===== config.mk =====
export PLATFORM = sky130hd
export DESIGN_NAME = multi_cycle_cpu
export DESIGN_NICKNAME = d
export VERILOG_FILES = /design/src/rtl/multi_cycle_cpu_pkg.sv /design/src/rtl/multi_cycle_cpu_reg_file.sv /design/src/rtl/multi_cycle_cpu.sv
export SDC_FILE = /design/constraint.sdc
export NUM_CORES = 2
export LEC_CHECK = 0
export CORE_ASPECT_RATIO = 1.75
export CORE_MARGIN = 4
export CORE_UTILIZATION = 47
export CTS_CLUSTER_DIAMETER = 80
export DETAILED_ROUTE_END_ITERATION = 7
export MAX_ROUTING_LAYER = met4
export PLACE_DENSITY = 0.62
export RECOVER_POWER = 25
export SYNTH_ARGS = -nofsm -noshare
export SYNTH_HDL_FRONTEND = slang
export SYNTH_SLANG_ARGS = --single-unit
export TNS_END_PERCENT = 50

===== constraint.sdc =====
create_clock -name clk -period 19 [get_ports clk]
set_clock_uncertainty 0.15 [all_clocks]
set_input_delay 3.8 -clock clk [delete_from_list [all_inputs] [get_ports clk]]
set_output_delay 3.8 -clock clk [all_outputs]
set_load 0.02 [all_outputs]

===== src/rtl/multi_cycle_cpu_pkg.sv =====
// Shared constants and types for the multi-cycle MIPS-subset core.
// Opcodes, funct codes, FSM states and the ALU op encoding.
package multi_cycle_cpu_pkg;

  localparam logic [31:0] DEFAULT_RESET_PC = 32'h0000_0000;
  localparam int REG_ADDR_W = 5;

  localparam logic [5:0] OP_RTYPE = 6'h00;
  localparam logic [5:0] OP_J     = 6'h02;
  localparam logic [5:0] OP_BEQ   = 6'h04;
  localparam logic [5:0] OP_BNE   = 6'h05;
  localparam logic [5:0] OP_ADDI  = 6'h08;
  localparam logic [5:0] OP_LW    = 6'h23;
  localparam logic [5:0] OP_SW    = 6'h2B;

  localparam logic [5:0] FN_ADD = 6'h20;
  localparam logic [5:0] FN_SUB = 6'h22;
  localparam logic [5:0] FN_AND = 6'h24;
  localparam logic [5:0] FN_OR  = 6'h25;
  localparam logic [5:0] FN_SLT = 6'h2A;

  typedef enum logic [2:0] {
    FETCH,
    DECODE,
    EXEC,
    MEM,
    WB,
    HALT
  } state_t;

  typedef enum logic [2:0] {
    ALU_ADD,
    ALU_SUB,
    ALU_AND,
    ALU_OR,
    ALU_SLT
  } aluOp_t;

  function automatic logic [31:0] aluCompute(
    input aluOp_t      op,
    input logic [31:0] a,
    input logic [31:0] b
  );
    logic [31:0] res;
    unique case (op)
      ALU_SUB: res = a - b;
      ALU_AND: res = a & b;
      ALU_OR:  res = a | b;
      ALU_SLT: res = {31'd0, $signed(a) < $signed(b)};
      default: res = a + b;
    endcase
    return res;
  endfunction

endpackage


===== src/rtl/multi_cycle_cpu_reg_file.sv =====
// 32x32 register file: two async read ports, one sync write port.
// $0 reads as zero and ignores writes; async active-low clear.
module cpu_reg_file
  import multi_cycle_cpu_pkg::*;
(
  input  logic                  clk,
  input  logic                  rst,
  input  logic [REG_ADDR_W-1:0] raddrA,
  input  logic [REG_ADDR_W-1:0] raddrB,
  output logic [31:0]           rdataA,
  output logic [31:0]           rdataB,
  input  logic                  wen,
  input  logic [REG_ADDR_W-1:0] waddr,
  input  logic [31:0]           wdata
);

  logic [31:0] regs [0:31];

  assign rdataA = (raddrA == '0) ? '0 : regs[raddrA];
  assign rdataB = (raddrB == '0) ? '0 : regs[raddrB];

  always_ff @(posedge clk or negedge rst) begin
    if (!rst) begin
      for (int i = 0; i < 32; i++) regs[i] <= '0;
    end else if (wen && waddr != '0) begin
      regs[waddr] <= wdata;
    end
  end

endmodule


===== src/rtl/multi_cycle_cpu.sv =====
// Multi-cycle MIPS-subset core on one req/ready memory port.
// MULTI_CYCLE_CPU_TRAP_EN: unknown instructions halt instead of NOP.
module multi_cycle_cpu
  import multi_cycle_cpu_pkg::*;
#(
  parameter logic [31:0] RESET_PC = DEFAULT_RESET_PC,
  parameter int          ADDR_W   = 32
) (
  input  logic              clk,
  input  logic              rst,
  output logic              mem_req,
  output logic              mem_we,
  output logic [ADDR_W-1:0] mem_addr,
  output logic [31:0]       mem_wdata,
  input  logic [31:0]       mem_rdata,
  input  logic              mem_ready,
  output logic [31:0]       instruction,
  output logic [31:0]       pcOut,
  output logic              retire,
  output logic              halted
);

  state_t state, stateNext;

  logic [31:0] pc, pcNext, ir;
  logic [31:0] regA, regB, aluOut, mdr, target;
  logic [31:0] rdataA, rdataB, immExt;
  logic [31:0] aluB, aluResult, wbData;
  logic [5:0]  opcode, funct;
  logic [4:0]  rs, rt, rd, wbAddr;
  logic [15:0] imm16;
  logic [25:0] imm26;
  logic isR, isAddi, isLw, isSw;
  logic isBeq, isBne, isJ;
  logic fnKnown, isKnown, taken;
  logic reqDone, reqStart, rfWe;
  aluOp_t aluOp;

  assign opcode = ir[31:26];
  assign rs     = ir[25:21];
  assign rt     = ir[20:16];
  assign rd     = ir[15:11];
  assign funct  = ir[5:0];
  assign imm16  = ir[15:0];
  assign imm26  = ir[25:0];
  assign immExt = {{16{imm16[15]}}, imm16};

  assign instruction = ir;
  assign pcOut       = pc;

  always_comb begin
    {isR, isAddi, isLw, isSw} = '0;
    {isBeq, isBne, isJ} = '0;
    unique case (1'b1)
      opcode == OP_RTYPE: isR    = 1'b1;
      opcode == OP_ADDI:  isAddi = 1'b1;
      opcode == OP_LW:    isLw   = 1'b1;
      opcode == OP_SW:    isSw   = 1'b1;
      opcode == OP_BEQ:   isBeq  = 1'b1;
      opcode == OP_BNE:   isBne  = 1'b1;
      opcode == OP_J:     isJ    = 1'b1;
      default: ;
    endcase
  end

  always_comb begin
    aluOp   = ALU_ADD;
    fnKnown = 1'b0;
    if (isR) begin
      fnKnown = 1'b1;
      unique case (funct)
        FN_ADD:  aluOp = ALU_ADD;
        FN_SUB:  aluOp = ALU_SUB;
        FN_AND:  aluOp = ALU_AND;
        FN_OR:   aluOp = ALU_OR;
        FN_SLT:  aluOp = ALU_SLT;
        default: fnKnown = 1'b0;
      endcase
    end else if (isBeq || isBne) begin
      aluOp = ALU_SUB;
    end
  end

  assign isKnown = isR ? fnKnown :
    (isAddi | isLw | isSw | isBeq | isBne | isJ);

  assign aluB = (isR | isBeq | isBne) ? regB : immExt;
  assign aluResult = aluCompute(aluOp, regA, aluB);
  assign taken = (isBeq & (aluResult == '0)) |
                 (isBne & (aluResult != '0));

  assign wbAddr = isR ? rd : rt;
  assign wbData = isLw ? mdr : aluOut;

  assign reqDone = mem_req & mem_ready;

  cpu_reg_file u_regs (
    .clk    (clk),
    .rst    (rst),
    .raddrA (rs),
    .raddrB (rt),
    .rdataA (rdataA),
    .rdataB (rdataB),
    .wen    (rfWe),
    .waddr  (wbAddr),
    .wdata  (wbData)
  );

  always_ff @(posedge clk or negedge rst) begin
    if (!rst) state <= FETCH;
    else      state <= stateNext;
  end

  always_comb begin
    stateNext = state;
    unique case (state)
      FETCH:
        if (reqDone) stateNext = DECODE;
      DECODE:
        if (!isKnown)
`ifdef MULTI_CYCLE_CPU_TRAP_EN
          stateNext = HALT;
`else
          stateNext = FETCH;
`endif
        else if (isJ) stateNext = FETCH;
        else          stateNext = EXEC;
      EXEC:
        if (isBeq || isBne)   stateNext = FETCH;
        else if (isLw || isSw) stateNext = MEM;
        else                  stateNext = WB;
      MEM:
        if (reqDone) stateNext = isSw ? FETCH : WB;
      WB:
        stateNext = FETCH;
      HALT:
        stateNext = HALT;
      default:
        stateNext = FETCH;
    endcase
  end

  always_comb begin
    retire = 1'b0;
    rfWe   = 1'b0;
    pcNext = pc;
    unique case (state)
      FETCH:
        if (reqDone) pcNext = pc + 32'd4;
      DECODE: begin
        if (isJ) pcNext = {pc[31:28], imm26, 2'b00};
`ifdef MULTI_CYCLE_CPU_TRAP_EN
        retire = isJ;
`else
        retire = isJ | ~isKnown;
`endif
      end
      EXEC:
        if (isBeq || isBne) begin
          retire = 1'b1;
          if (taken) pcNext = target;
        end
      MEM:
        retire = reqDone & isSw;
      WB: begin
        retire = 1'b1;
        rfWe   = 1'b1;
      end
      default: ;
    endcase
  end

`ifdef MULTI_CYCLE_CPU_TRAP_EN
  assign halted = (state == HALT);
`else
  assign halted = 1'b0;
`endif

  always_ff @(posedge clk or negedge rst) begin
    if (!rst) begin
      pc     <= RESET_PC;
      ir     <= '0;
      regA   <= '0;
      regB   <= '0;
      aluOut <= '0;
      mdr    <= '0;
      target <= '0;
    end else begin
      pc <= pcNext;
      if (state == FETCH && reqDone) ir <= mem_rdata;
      if (state == DECODE) begin
        regA   <= rdataA;
        regB   <= rdataB;
        target <= pc + {immExt[29:0], 2'b00};
      end
      if (state == EXEC) aluOut <= aluResult;
      if (state == MEM && reqDone && isLw) mdr <= mem_rdata;
    end
  end

  // A request launches only from an idle port, so one idle cycle
  // always separates two consecutive transactions.
  assign reqStart = ~mem_req &
    (stateNext == FETCH || stateNext == MEM);

  always_ff @(posedge clk or negedge rst) begin
    if (!rst) begin
      mem_req   <= 1'b0;
      mem_we    <= 1'b0;
      mem_addr  <= '0;
      mem_wdata <= '0;
    end else if (reqDone) begin
      mem_req <= 1'b0;
    end else if (reqStart) begin
      mem_req <= 1'b1;
      if (stateNext == MEM) begin
        mem_we    <= isSw;
        mem_addr  <= aluResult[ADDR_W-1:0];
        mem_wdata <= isSw ? regB : '0;
      end else begin
        mem_we    <= 1'b0;
        mem_addr  <= pcNext[ADDR_W-1:0];
        mem_wdata <= '0;
      end
    end
  end

endmodule


=== After elaboration in Yosys (flattened, before gate mapping) ===
Cells that the tools add are included.

* Add/subtract/negate cells: 4
* $lt $le $gt $ge: 5
* Eq/ne operators: 21
* Multiplexer cells: 49
* Bitwise gates (word level): 22
* Reductions and logical operators: 19

{| class="wikitable"
|+ Operators by type and width
! operator !! count
|-
| $bwmux 1024 || 1
|-
| $mux 32 || 15
|-
| $bmux 32 s5 || 2
|-
| $demux 32 s5 || 1
|-
| $pmux 32 s4 || 1
|-
| $pmux 32 s3 || 1
|-
| $add 32x32->32 || 2
|-
| $eq 6x6->1 const B || 7
|-
| $add 32x3->32 const B || 1
|-
| $and 32x32->32 || 1
|-
| $logic_not 32->1 || 1
|-
| $lt 32x32->1 || 1
|-
| $or 32x32->32 || 1
|-
| $reduce_bool 32->1 || 1
|-
| $sub 32x32->32 || 1
|-
| $mux 28 || 1
|-
| $ge 6x6->1 const B || 3
|-
| $mux 3 || 6
|-
| $not 5->6 || 3
|-
| $eq 3x2->1 const B || 5
|-
| $mux 1 || 15
|-
| $pmux 3 s5 || 1
|-
| $eq 6x3->1 const B || 2
|-
| $pmux 3 s4 || 1
|-
| 20 further kinds || 46
|}

* Bits in registers: 1317
* Input port bits: 35
* Output and inout bits: 132
* Word-level logic and storage cells: 164

=== Logic depth before layout (Yosys ltp) ===
* Word-level depth: 15
* Mapped depth: 27

=== Modules after synthesis ===
Synthesis repeated with hierarchy kept, for this count alone.

* Cell total of the unflattened synthesis: 6064
* Area total of the unflattened synthesis: 76193.1 um^2

{| class="wikitable"
|+ By module, submodules not included
! module !! instances !! cells each !! area an instance (um^2) !! seq. area each (um^2)
|-
| cpu_reg_file || 1 || 3617 || 54776.3 || 25624.6
|-
| multi_cycle_cpu || 1 || 2447 || 21416.8 || 7332.0
|}

=== Least setup slack after synthesis ===
Ideal clock, no wire load.

* Path kind: input -> output
* From: input port mem_ready
* To: output port retire
* Arrival time: 4511 ps
* Setup slack: 10539 ps
* Stages: 3
* Buffers on the path: 0
* Path through: and2_1 -> nand3_1 -> o221ai_1

* Word-level cells in the longest chain between the ends: 3

{| class="wikitable"
|+ Ends and longest elaborated chain
! what !! line !! text
|-
| start: declaration || multi_cycle_cpu.sv:16 || <nowiki>input logic mem_ready,</nowiki>
|-
| $and 1x1->1 || multi_cycle_cpu.sv:95 || <nowiki>assign reqDone = mem_req & mem_ready;</nowiki>
|-
| $and 1x1->1 || multi_cycle_cpu.sv:164 || <nowiki>retire = reqDone & isSw;</nowiki>
|-
| $pmux 1 s4 || multi_cycle_cpu.sv:147 || <nowiki>unique case (state)</nowiki>
|-
| end: declaration || multi_cycle_cpu.sv:19 || <nowiki>output logic retire,</nowiki>
|}

Every way passes these cells.

==> results by stage <==
Synthesis:
- Of the post-synthesis cell area, the dominant cell type holds 0.455.
- The total number of yosys warnings is 0.
- For this run, asynchronously set or reset flops after synthesis account for 1.00.
- In the synthesized netlist, the number of instances is 6751.
- In this run the mean area of a mapped cell was 10.7 µm².
- Yosys attributes the largest share of cell area to dfrtp_1 (46%), mux4_2 (17%), a21oi_1 (4.6%).
- The count of flip-flops with a built-in enable after synthesis is 0.
- The sequential cell area fraction in the yosys report is 0.455.
- In this run, distinct cell masters in the synthesized netlist total 98.
- Of all cell types, the one taking the most synthesized area is dfrtp_1.
- The number of nets handed over by synthesis was 6916.
- The synthesized cell area is 72400 µm².
- The most frequently used flop master after synthesis is dfrtp_1.
- The flip-flop and latch count after synthesis is 1317.

Pwr:
- The share of total power dissipated in the clock network is 0.194.
- The share of total power in sequential cells is 0.334.
- The combinational share of power is 0.473.
- The power density normalized to cell area is 169 nW/µm².
- The internal power contribution is ~7600 µW.
- The total power of the final layout is 13500 µW.
- The peak ir drop on the vdd network is between 0.1 and 0.15 mV.
- Of the total power, the share spent switching nets is 0.437.
- The leakage power total is 0.0341 µW.
- The switching power is 5880 µW.

STA:
- Setup repair after global routing left no endpoint under its margin.
- The setup-violating endpoint count in the final report is 0.
- At the pin with the least slew margin, the transition time is 6.65 ns.
- For this run, the top clock speed supported by timing is 85.0 MHz.
- The number of slew-limit violations in the final report is approximately 1.2k.
- The hold violation count in the final report is 0.
- The max-slew headroom at the worst pin is -3.43.
- The smallest setup slack after layout is about 7.2 ns.
- The sum of negative setup slack is 0 ns.
- The share of the clock period used by the worst path is 0.619.
- The final critical delay including setup and external delays is 11.77 ns.

Worst setup path:
- In this run the critical register-to-register path is launched from instruction[26].
- The endpoint of the worst setup timing path is u_regs.regs[119].
- The type of destination of the critical path is an async pin.
- The launch point of the worst path is rst.
- The capture point of the worst reg-to-reg path is mem_addr[12].
- The classification of the worst setup path is input pin to async pin.
- In this run the register-to-register setup slack is 8.94 ns.
- The data arrival at the endpoint of the critical path is 12.37 ns.
- The required time of the worst setup path is 19.60 ns.
- Counting cells, the worst reg-to-reg path comes to 17.
- The largest fanout of any net on the critical path is 121.
- The startpoint type of the worst setup path is an input pin.

Floorplan:
- Measured along the x axis, the die boundary spans 305 µm.
- The die covers 161000 µm².
- The placeable core region is between 150000 and 200000 µm².
- The top-level I/O count is around 170.
- The effective utilization at floorplan is 0.473.
- The floorplan has 190 rows.
- Measured along the y axis, the die boundary spans around 530 µm.

Place:
- The number of buffer cells added on primary ports is 165.
- The congestion estimate from routability-driven global placement came to 0.988.
- Before CTS, the worst setup slack after placement is 9.45 ns.
- The wire-length estimate of the detail-placed layout is approximately 170 mm.

Detailed routing:
- The first routing iteration left 5093 violations.
- In the routed design, unresolved DRC markers number 0.
- The final routed wirelength across all metal layers is 259 mm.
- In the final routed layout, each cell accounts on average for ~30 µm.
- The routed layout has 56.2k vias.
- The count of antenna-violating nets left after detailed routing is 0.
- The first detailed-routing pass ran for 8 iterations.
- In the routed layout, each cell is associated on average with a via count of 6.47.

Clocking:
- CTS built an H-tree with a depth of 3.
- The tree is rooted in a clkbuf_16.
- The number of resized instances in the post-cts repair step is 0.
- The number of setup buffers added after CTS is 0.
- For this design, the CTS-stage hold fixing added 0 buffers.
- The clock transition time at the flip-flop clock pins of the worst setup and hold paths is 0.06 ns.
- The insertion delay to the later sink of the worst-skew pair is between 0.7 and 0.8 ns.
- The maximum clock insertion buffer count is 3.
- Counting the buffers created by CTS gives 119.
- TritonCTS built the clock tree.
- The tree built by TritonCTS fans out to 1317 sinks.

Final layout:
- The core utilization of the finished layout is 0.520.
- In the final design database the tool counted around 6.7k nets.
- The layout has 13.5k filler cells.
- In the final layout, the share of cells above drive strength 1 is 0.168.
- Compared with the post-synthesis result, the final layout area differs by 10.0%.

Outcome:
- The final reports fail on capacitance limit, slew limit.
- The run finished, with violations left.

GRT:
- The maximum number of pins on one net before global-route repair is approximately 180.
- The via count of the first global-routing pass is roughly 57k.
- The first global-routing pass estimated 383 mm of wire.
- The number of antenna violations at the first check in global routing is 3.
- Across every metal layer, demand over resource in global routing totals 0.329.
- For this run the aggregate overflow at the end of global routing stands at 0.

Run:
- The number of maximum-capacitance violations is 36.

Hold path:
- The tightest min-delay check is of the flip-flop to flip-flop type.
==> cells in the final DEF, fill, tap and decap left out, drive strengths merged, types with 34 or more instances in the layout <==
cell and instances:
xnor2 34, mux4 552, buf 121, ha 127
dfrtp 1317, mux2 98, nor2 670, a22o 52
a211oi 55, o221ai 45, clkbuf 212, o22ai 70
clkdlybuf4s50 164, o21ai 667, mux2i 211, nor4 43
nand2 762, nor3 79, a21o 61, nand3 34
a21oi 665, inv 123
==> critical path, cell delays in order <==
cell and delay [ns]:
clkbuf_1 4.52, buf_4 1.10, buf_4 0.84, buf_4 0.87, buf_4 0.87
==> sequential cells by signal, summed over array words and instances, names as in the netlist, 3 cells and up <==
register	count
u_regs.regs	1024
regA	32
target	32
mem_wdata	32
regB	32
pcOut	32
mem_addr	32
mdr	32
aluOut	32
state	3
instruction	32
==> how the worst min path moves through the flow <==
stage	start	endpoint	slack, ns	cells after the start
final	u_regs.regs[1016]	u_regs.regs[1016]	0.25	0
after CTS	u_regs.regs[1005]	u_regs.regs[1005]	0.25	0
after global routing	u_regs.regs[1018]	u_regs.regs[1018]	0.26	0
after detailed placement	u_regs.regs[1005]	u_regs.regs[1005]	0.23	0
after floorplan	u_regs.regs[1000]	u_regs.regs[1000]	0.29	1
after global placement	u_regs.regs[1012]	u_regs.regs[1012]	0.23	0
==> metal layers <==
layer | part of all wire | vias up | wire [µm] | GRT usage
met5 | 0 | - | 0 | -
met4 | 0.074 | 0 | 19100 | 0.193
met3 | 0.067 | 781 | 17300 | 0.0427
met2 | 0.49 | 2446 | 128000 | 0.542
met1 | 0.37 | 28689 | 94600 | 0.391
li1 | - | 24237 | - | -
==> power groups by stage <==
| stage | sequential (µW) | clock [µW] | combinational (µW) |
|---|---|---|---|
| global placement | 4460 | 0 | 6280 |
| detailed placement | 4510 | 0 | 6360 |
| CTS | 4460 | 2640 | 6370 |
| floorplan | 4130 | 0 | 4440 |
| global route | 4560 | 2750 | 6800 |
| finish | 4490 | 2610 | 6360 |
==> metrics by stage <==
stage	std cells	instance area [µm²]	hold WS, ns
4_1_cts	8671	79900	0.248
3_5_place_dp	8445	75800	0.234
2_1_floorplan	6751	72400	0.291
5_1_grt	8673	79600	0.259
3_3_place_gp	8445	75800	0.227
6_report	8673	79600	0.246
==> logic make-up (layout without fill, tap and decap cells) <==
kind of cell	after synthesis	in the layout	synth area share
AO/OA/AOI/OAI	1838	1838	0.151
XOR/XNOR	58	58	0.00702
adder cells (fa/ha/maj)	130	130	0.0228
buffers and inverters	766	670	0.0419
flip-flops	1317	1317	0.455
multiplexers	861	861	0.216
other	1	3	0.0000518
AND/OR/NAND/NOR	1780	1780	0.106
==> Yosys cell counts, types with 8 or more instances <==
cell type,count
a211o_1,9
a211oi_1,37
a211oi_2,17
a21o_1,61
a21oi_1,664
a221o_1,31
a221oi_1,23
a221oi_2,8
a22o_1,52
a31o_2,8
a31oi_1,17
and2_1,11
and3_1,23
buf_1,70
buf_2,19
buf_4,17
clkbuf_1,534
dfrtp_1,1317
ha_1,127
inv_1,119
mux2_2,98
mux2i_1,210
mux4_2,552
nand2_1,762
nand2b_1,31
nand3_1,34
nand4_1,20
nor2_1,669
nor2b_1,21
nor3_1,79
nor3b_1,11
nor4_1,40
nor4b_1,28
o211ai_1,23
o21a_1,12
o21ai_0,656
o21ai_1,11
o21bai_1,12
o221a_2,10
o221ai_1,44
o22ai_1,70
o31ai_1,12
or2_2,10
xnor2_1,34
xor2_1,24
==> cell type report <==
cell class / instances / area (µm²) / area share
well taps: 2016 / 2520 / 0.0317
clock inverters: 54 / 679 / 0.00853
diodes: 2 / 5.00 / 0.0000629
multi-input cells: 4668 / 36700 / 0.461
repair buffers: 325 / 2790 / 0.0350
inverters: 119 / 447 / 0.00561
clock buffers: 172 / 3490 / 0.0438
flip-flops and latches: 1317 / 33000 / 0.414
No activity file was read; power rests on OpenSTA's default activity.
